--- config.mk ---
export PLATFORM = sky130hd
export DESIGN_NAME = inpmem_reader
export DESIGN_NICKNAME = d
export VERILOG_FILES = /design/src/rtl/inpmem_reader.sv
export SDC_FILE = /design/constraint.sdc
export NUM_CORES = 1
export LEC_CHECK = 0
export ABC_CLOCK_PERIOD_IN_PS = 2800
export CORE_MARGIN = 2
export CORE_UTILIZATION = 32
export CTS_BUF_LIST = sky130_fd_sc_hd__clkbuf_4 sky130_fd_sc_hd__clkbuf_8
export DETAILED_ROUTE_END_ITERATION = 8
export SETUP_SLACK_MARGIN = 0.05
export SKIP_LAST_GASP = 1
export SYNTH_ARGS = -nofsm -noshare
export SYNTH_HDL_FRONTEND = slang
export SYNTH_SLANG_ARGS = --single-unit
--- constraint.sdc ---
create_clock -name clk -period 2.8 [get_ports clk]
set_clock_uncertainty 0.05 [all_clocks]
set_input_delay 0.28 -clock clk [delete_from_list [all_inputs] [get_ports clk]]
set_output_delay 0.28 -clock clk [all_outputs]
set_load 0.1 [all_outputs]
--- src/rtl/inpmem_reader.sv ---
// Read-side initiator for the banked input memory: streams LENGTH consecutive words from
// BASE_ADDR into a valid/ready stream through a 2-entry credit-managed output buffer.
module inpmem_reader #(
   parameter int unsigned ADDR_W = 16,
   parameter int unsigned DATA_W = 8,
   parameter int unsigned LEN_W  = 16
) (
   input  logic              clk,
   input  logic              rst,
   input  logic              start,
   input  logic [ADDR_W-1:0] base_addr,
   input  logic [LEN_W-1:0]  length,
   output logic              busy,
   output logic              done,
   output logic              mem_cen,
   output logic              mem_wen,
   output logic [ADDR_W-1:0] mem_a,
   input  logic [DATA_W-1:0] mem_q,
   output logic [DATA_W-1:0] out_data,
   output logic              out_valid,
   input  logic              out_ready,
   output logic              out_last
);

   typedef enum logic [1:0] {StIdle, StRead, StDrain, StFin} state_e;

   state_e              state_q, state_d;
   logic [LEN_W-1:0]    len_q, issue_cnt_q;
   logic [ADDR_W-1:0]   addr_q, mem_a_q;
   logic                inflight_q, inflight_last_q;
   logic [DATA_W-1:0]   buf_data_q [2];
   logic [1:0]          buf_last_q;
   logic                wr_ptr_q, rd_ptr_q;
   logic [1:0]          count_q;

   logic                pop, issue, last_issue;
   logic [1:0]          occ;

   // A word popped this cycle frees its slot, which keeps one word per cycle flowing.
   assign pop        = out_valid & out_ready;
   assign occ        = count_q + {1'b0, inflight_q} - {1'b0, pop};
   assign issue      = (state_q == StRead) && (occ < 2'd2);
   assign last_issue = (issue_cnt_q == len_q - LEN_W'(1));

   assign mem_cen   = ~issue;
   assign mem_wen   = 1'b1;
   assign mem_a     = issue ? addr_q : mem_a_q;
   assign out_valid = (count_q != 2'd0);
   assign out_data  = buf_data_q[rd_ptr_q];
   assign out_last  = out_valid & buf_last_q[rd_ptr_q];
   assign busy      = (state_q == StRead) || (state_q == StDrain);
   assign done      = (state_q == StFin);

   always_comb begin
      state_d = state_q;
      unique case (state_q)
         StIdle:  if (start) state_d = (length != '0) ? StRead : StFin;
         StRead:  if (issue && last_issue) state_d = StDrain;
         StDrain: if (pop && out_last) state_d = StFin;
         StFin:   state_d = StIdle;
         default: state_d = StIdle;
      endcase
   end

   always_ff @(posedge clk or posedge rst) begin
      if (rst) begin
         state_q         <= StIdle;
         len_q           <= '0;
         issue_cnt_q     <= '0;
         addr_q          <= '0;
         mem_a_q         <= '0;
         inflight_q      <= 1'b0;
         inflight_last_q <= 1'b0;
         buf_data_q[0]   <= '0;
         buf_data_q[1]   <= '0;
         buf_last_q      <= '0;
         wr_ptr_q        <= 1'b0;
         rd_ptr_q        <= 1'b0;
         count_q         <= '0;
      end else begin
         state_q <= state_d;
         if (state_q == StIdle && start) begin
            len_q       <= length;
            addr_q      <= base_addr;
            issue_cnt_q <= '0;
         end
         if (issue) begin
            addr_q      <= addr_q + ADDR_W'(1);
            mem_a_q     <= addr_q;
            issue_cnt_q <= issue_cnt_q + LEN_W'(1);
         end
         inflight_q      <= issue;
         inflight_last_q <= issue & last_issue;
         // Read data is valid the cycle after issue; capture it into the tail slot.
         if (inflight_q) begin
            buf_data_q[wr_ptr_q] <= mem_q;
            buf_last_q[wr_ptr_q] <= inflight_last_q;
            wr_ptr_q             <= ~wr_ptr_q;
         end
         if (pop) rd_ptr_q <= ~rd_ptr_q;
         count_q <= count_q + {1'b0, inflight_q} - {1'b0, pop};
      end
   end

endmodule
==> metrics list <==
* Violations in the final reports: negative setup slack
* CTS sink count: 90
- Post-synthesis share of cell area spent on and, or, nand and nor gates: 0.186
* Cts bufs inserted: 9
- Final period util: 1.05
- #FFs+latches synth: 90
- Of the total synthesized cell area, the portion taken by XOR and XNOR cells is 0.0467.
- Maximum number of pins on one net before global-route repair: 54
* Detailed-route DRC error count: 0
* Count of nets after finishing: 615
- After synthesis, the largest family of logic cells by area is simple AND/OR/NAND/NOR gates.
* Post-CTS Hold Fix Bufs: 0
- Run status: finished with violations
* Setup slack, reg-to-reg: 80 ps
- Across all setup checks in the final design, the least slack found is -150 ps.
- The final layout contains routed wiring with a total length of 11800 um.
- Syn_area_per_cell: 10.0 um2
- Clock H-tree levels: 3
- Post-synth net total: 514
- The first global-routing pass estimated 19000 um of wire.
- Summing over every cut layer, the via total after detailed routing is 3815.
* CTS tree: done
- Port Buf Inserts: 72
* Tightest slew margin relative to the limit: 0.639
- Adder and majority gate portion of the synthesized area: 0.0271
- Max-cap violations in this run came to 0.
* Synth Instances: 460
* Die Width: 124 um
- Die height: 124 um
* Netlist area before placement: 0.00461 mm2
* Antenna viol nets, final: 0
- Measured on the finished design, the core utilization comes to 0.495.
- After layout, the minimum clock period comes to 2950 ps.
- Setup repair after global routing missed its margin: true
* Initial Util: 0.330
- In the final layout, the share of cells above drive strength 1 is 0.373.
- Number of antenna violations at the first check in global routing: 0
* Number of instances in the placed design: 713
- Yosys printed 0 warnings.
- STA puts the critical path data required time at 2470 ps.
- Hold Path Class: input pin to asynchronous set/reset pin
- STA classifies the critical path startpoint as a flop.
- Maximum achievable frequency: 339 MHz
- Detailed-router iteration count before antenna repair: 4
- Summing all multi-input logic gate instances after layout gives 0.00289 mm2.
* Total core area: 0.0140 mm2
* All-Layer GR Usage: 0.161
- Category of the most critical setup path: flop to output port
- Count of pins on the block boundary: 74
- The repair_antennas step left the layout with diodes totalling 0.
- Routed wirelength normalized by instance count: 15.8 um
* Total gr overflow: 0
- Number of enable flip-flop cells after synthesis: 0
- Seq/Total Area, Yosys: 0.488
- Leaving out filler cells and counting taps, the final layout contains 746.
- Among all flip-flop cells after synthesis, the most frequent one is sky130_fd_sc_hd__dfrtp_1.
- The hold violation count in the final report was 0.
* Source-to-sink clock delay at the later pin of the worst-skew pair: 370 ps
- Register Area: 0.00225 mm2
- Synthesis instantiated 53 different standard cells from the library.
- After clock tree synthesis, the clock-pin slew on the worst setup and hold paths is 90 ps.
- In the routed layout, each cell is associated on average with a via count of 5.11.
* Fraction of the mapped netlist area in compound gates: 0.109
- The worst setup path is captured at an output port.
- For the pin with the worst max-slew slack, the measured transition is 537 ps.
- Cell row count: 43
- Worst hold margin: 126 ps
- Multiplexer share of the synthesized area: 0.111
* Maximum clock insertion buffer count: 2
- The number of global-route vias before repair came to 3829.
* Count of endpoints failing setup in the final report: 17
- Critical-path maximum fanout: 7
- Async set or reset register ratio after synthesis: 1.00
- The die covers 0.0154 mm2.
- After filler insertion, the fill cell instance count of the layout stands at 1273.
- The root buffer cell chosen for the clock tree is sky130_fd_sc_hd__clkbuf_8.
- Compared with the post-synthesis result, the final layout area differs by 50.1%.
* Arrival time worst endpoint: 2620 ps
- Last weighted congestion value of the routability-driven placer: 0.857
* Max-slew violation total from the final report: 0
- DPL Wire Length: 8310 um
- Starting DRT DRC Count: 118
[Yosys cell counts, types with 2 or more instances]
cell type	count	area share
sky130_fd_sc_hd__nor4_1	7	0.0095
sky130_fd_sc_hd__xor2_1	8	0.015
sky130_fd_sc_hd__nor4_2	2	0.0054
sky130_fd_sc_hd__o31ai_1	3	0.0049
sky130_fd_sc_hd__a31oi_1	2	0.0027
sky130_fd_sc_hd__nor2b_1	4	0.0054
sky130_fd_sc_hd__a21oi_1	11	0.012
sky130_fd_sc_hd__clkbuf_1	17	0.014
sky130_fd_sc_hd__nor2_1	32	0.026
sky130_fd_sc_hd__mux2_2	42	0.10
sky130_fd_sc_hd__xnor2_1	14	0.027
sky130_fd_sc_hd__nand4_1	10	0.014
sky130_fd_sc_hd__nor3_1	8	0.0087
sky130_fd_sc_hd__and3_1	9	0.012
sky130_fd_sc_hd__dfrtp_1	90	0.49
sky130_fd_sc_hd__and4_1	2	0.0038
sky130_fd_sc_hd__ha_1	10	0.027
sky130_fd_sc_hd__o211ai_1	3	0.0049
sky130_fd_sc_hd__o21ai_1	10	0.011
sky130_fd_sc_hd__mux2i_1	4	0.0087
sky130_fd_sc_hd__a221oi_1	2	0.0038
sky130_fd_sc_hd__nand3_1	17	0.018
sky130_fd_sc_hd__inv_1	16	0.013
sky130_fd_sc_hd__and2_1	2	0.0027
sky130_fd_sc_hd__a211oi_1	9	0.015
sky130_fd_sc_hd__nand2_1	73	0.059
sky130_fd_sc_hd__a311oi_1	6	0.011
sky130_fd_sc_hd__o21ai_0	22	0.024
[cells by family (layout without fill, tap and decap cells)]
kind of cell	after synthesis	after routing
simple gates	176	176
compound gates	78	78
fa+ha+maj	10	10
flops	90	90
buf+inv	36	142
mux	46	46
other cells	1	1
xor+xnor	23	23
[per-stage QoR]
stage,setup TNS (ps),area [um2],setup slack (ps)
detailed placement,-1130,6320,-82.5
global route,-4980,6920,-287
finish,-2160,6920,-150
floorplan,-11030,5280,-424
global placement,-673,6320,-53.2
CTS,-2960,6720,-195
[cells in the final DEF, fill, tap and decap left out, types with 12 or more instances in the layout]
| master | netlist | layout |
|---|---|---|
| sky130_fd_sc_hd__buf_12 | 0 | 22 |
| sky130_fd_sc_hd__buf_4 | 1 | 38 |
| sky130_fd_sc_hd__clkdlybuf4s50_1 | 0 | 43 |
| sky130_fd_sc_hd__dfrtp_1 | 90 | 90 |
| sky130_fd_sc_hd__inv_1 | 16 | 12 |
| sky130_fd_sc_hd__mux2_2 | 42 | 42 |
| sky130_fd_sc_hd__nand2_1 | 73 | 25 |
| sky130_fd_sc_hd__nand2_2 | 0 | 17 |
| sky130_fd_sc_hd__nand2_8 | 0 | 24 |
| sky130_fd_sc_hd__nand3_1 | 17 | 13 |
| sky130_fd_sc_hd__nor2_1 | 32 | 25 |
| sky130_fd_sc_hd__o21ai_0 | 22 | 17 |
| sky130_fd_sc_hd__o21ai_1 | 10 | 13 |
| sky130_fd_sc_hd__xnor2_1 | 14 | 14 |
[timing repair]
action                     in CTS  in global routing
pin swaps                      15                  9
setup endpoints to repair      37                 40
buffers inserted               10                  5
cloned                          1                  2
gates resized for setup        19                 41
[flip-flops by register name (all words and copies together) (netlist names), 2 cells and up]
signal,count
addr_q,16
buf_data_q,16
buf_last_q,2
count_q,2
issue_cnt_q,16
len_q,16
mem_a_q,16
state_q,2
[routing by layer]
layer  share of wire  vias to the layer above  global-route usage
met5               0                        -                   0
li1                -                     1846                   -
met3           0.033                       14              0.0284
met2            0.51                       54               0.276
met4           0.016                        0              0.0569
met1            0.44                     1901               0.204
[final cells by class]
type | count | area share
clock inverter | 3 | 0.00687
inverter | 17 | 0.0103
clock buffer | 13 | 0.0240
tap | 180 | 0.0325
sequential | 90 | 0.325
timing repair buffer | 109 | 0.183
multi-input combinational | 334 | 0.417
[path summary, 6_finish.rpt]
| check | cells past startpoint | to | from |
|---|---|---|---|
| worst max-delay path | 14 | mem_a[2] | count_q[1] |
| worst min-delay path | 2 | mem_a_q[11] | rst |
| worst max register to register | 16 | state_q[0] | count_q[1] |
| worst min register to register | 1 | buf_data_q[5] | buf_data_q[5] |
| max in group asynchronous | 3 | issue_cnt_q[8] | rst |
| min in group clk | 3 | addr_q[12] | base_addr[12] |
[worst max-delay path, cell delays in order, from the launching register on]
cell,delay [ps]
sky130_fd_sc_hd__dfrtp_1,410
sky130_fd_sc_hd__nor2_4,150
sky130_fd_sc_hd__clkinvlp_4,110
sky130_fd_sc_hd__nand2_2,80
sky130_fd_sc_hd__inv_2,50
sky130_fd_sc_hd__ha_4,260
sky130_fd_sc_hd__inv_2,40
sky130_fd_sc_hd__ha_4,140
sky130_fd_sc_hd__xnor3_2,250
sky130_fd_sc_hd__nand2_4,100
sky130_fd_sc_hd__buf_4,160
sky130_fd_sc_hd__buf_12,140
sky130_fd_sc_hd__nand2_1,90
sky130_fd_sc_hd__o21ai_4,90
sky130_fd_sc_hd__buf_12,190
Power is not shown: default switching activity piles up to over one toggle a cycle in this logic, so the estimate is an artifact.
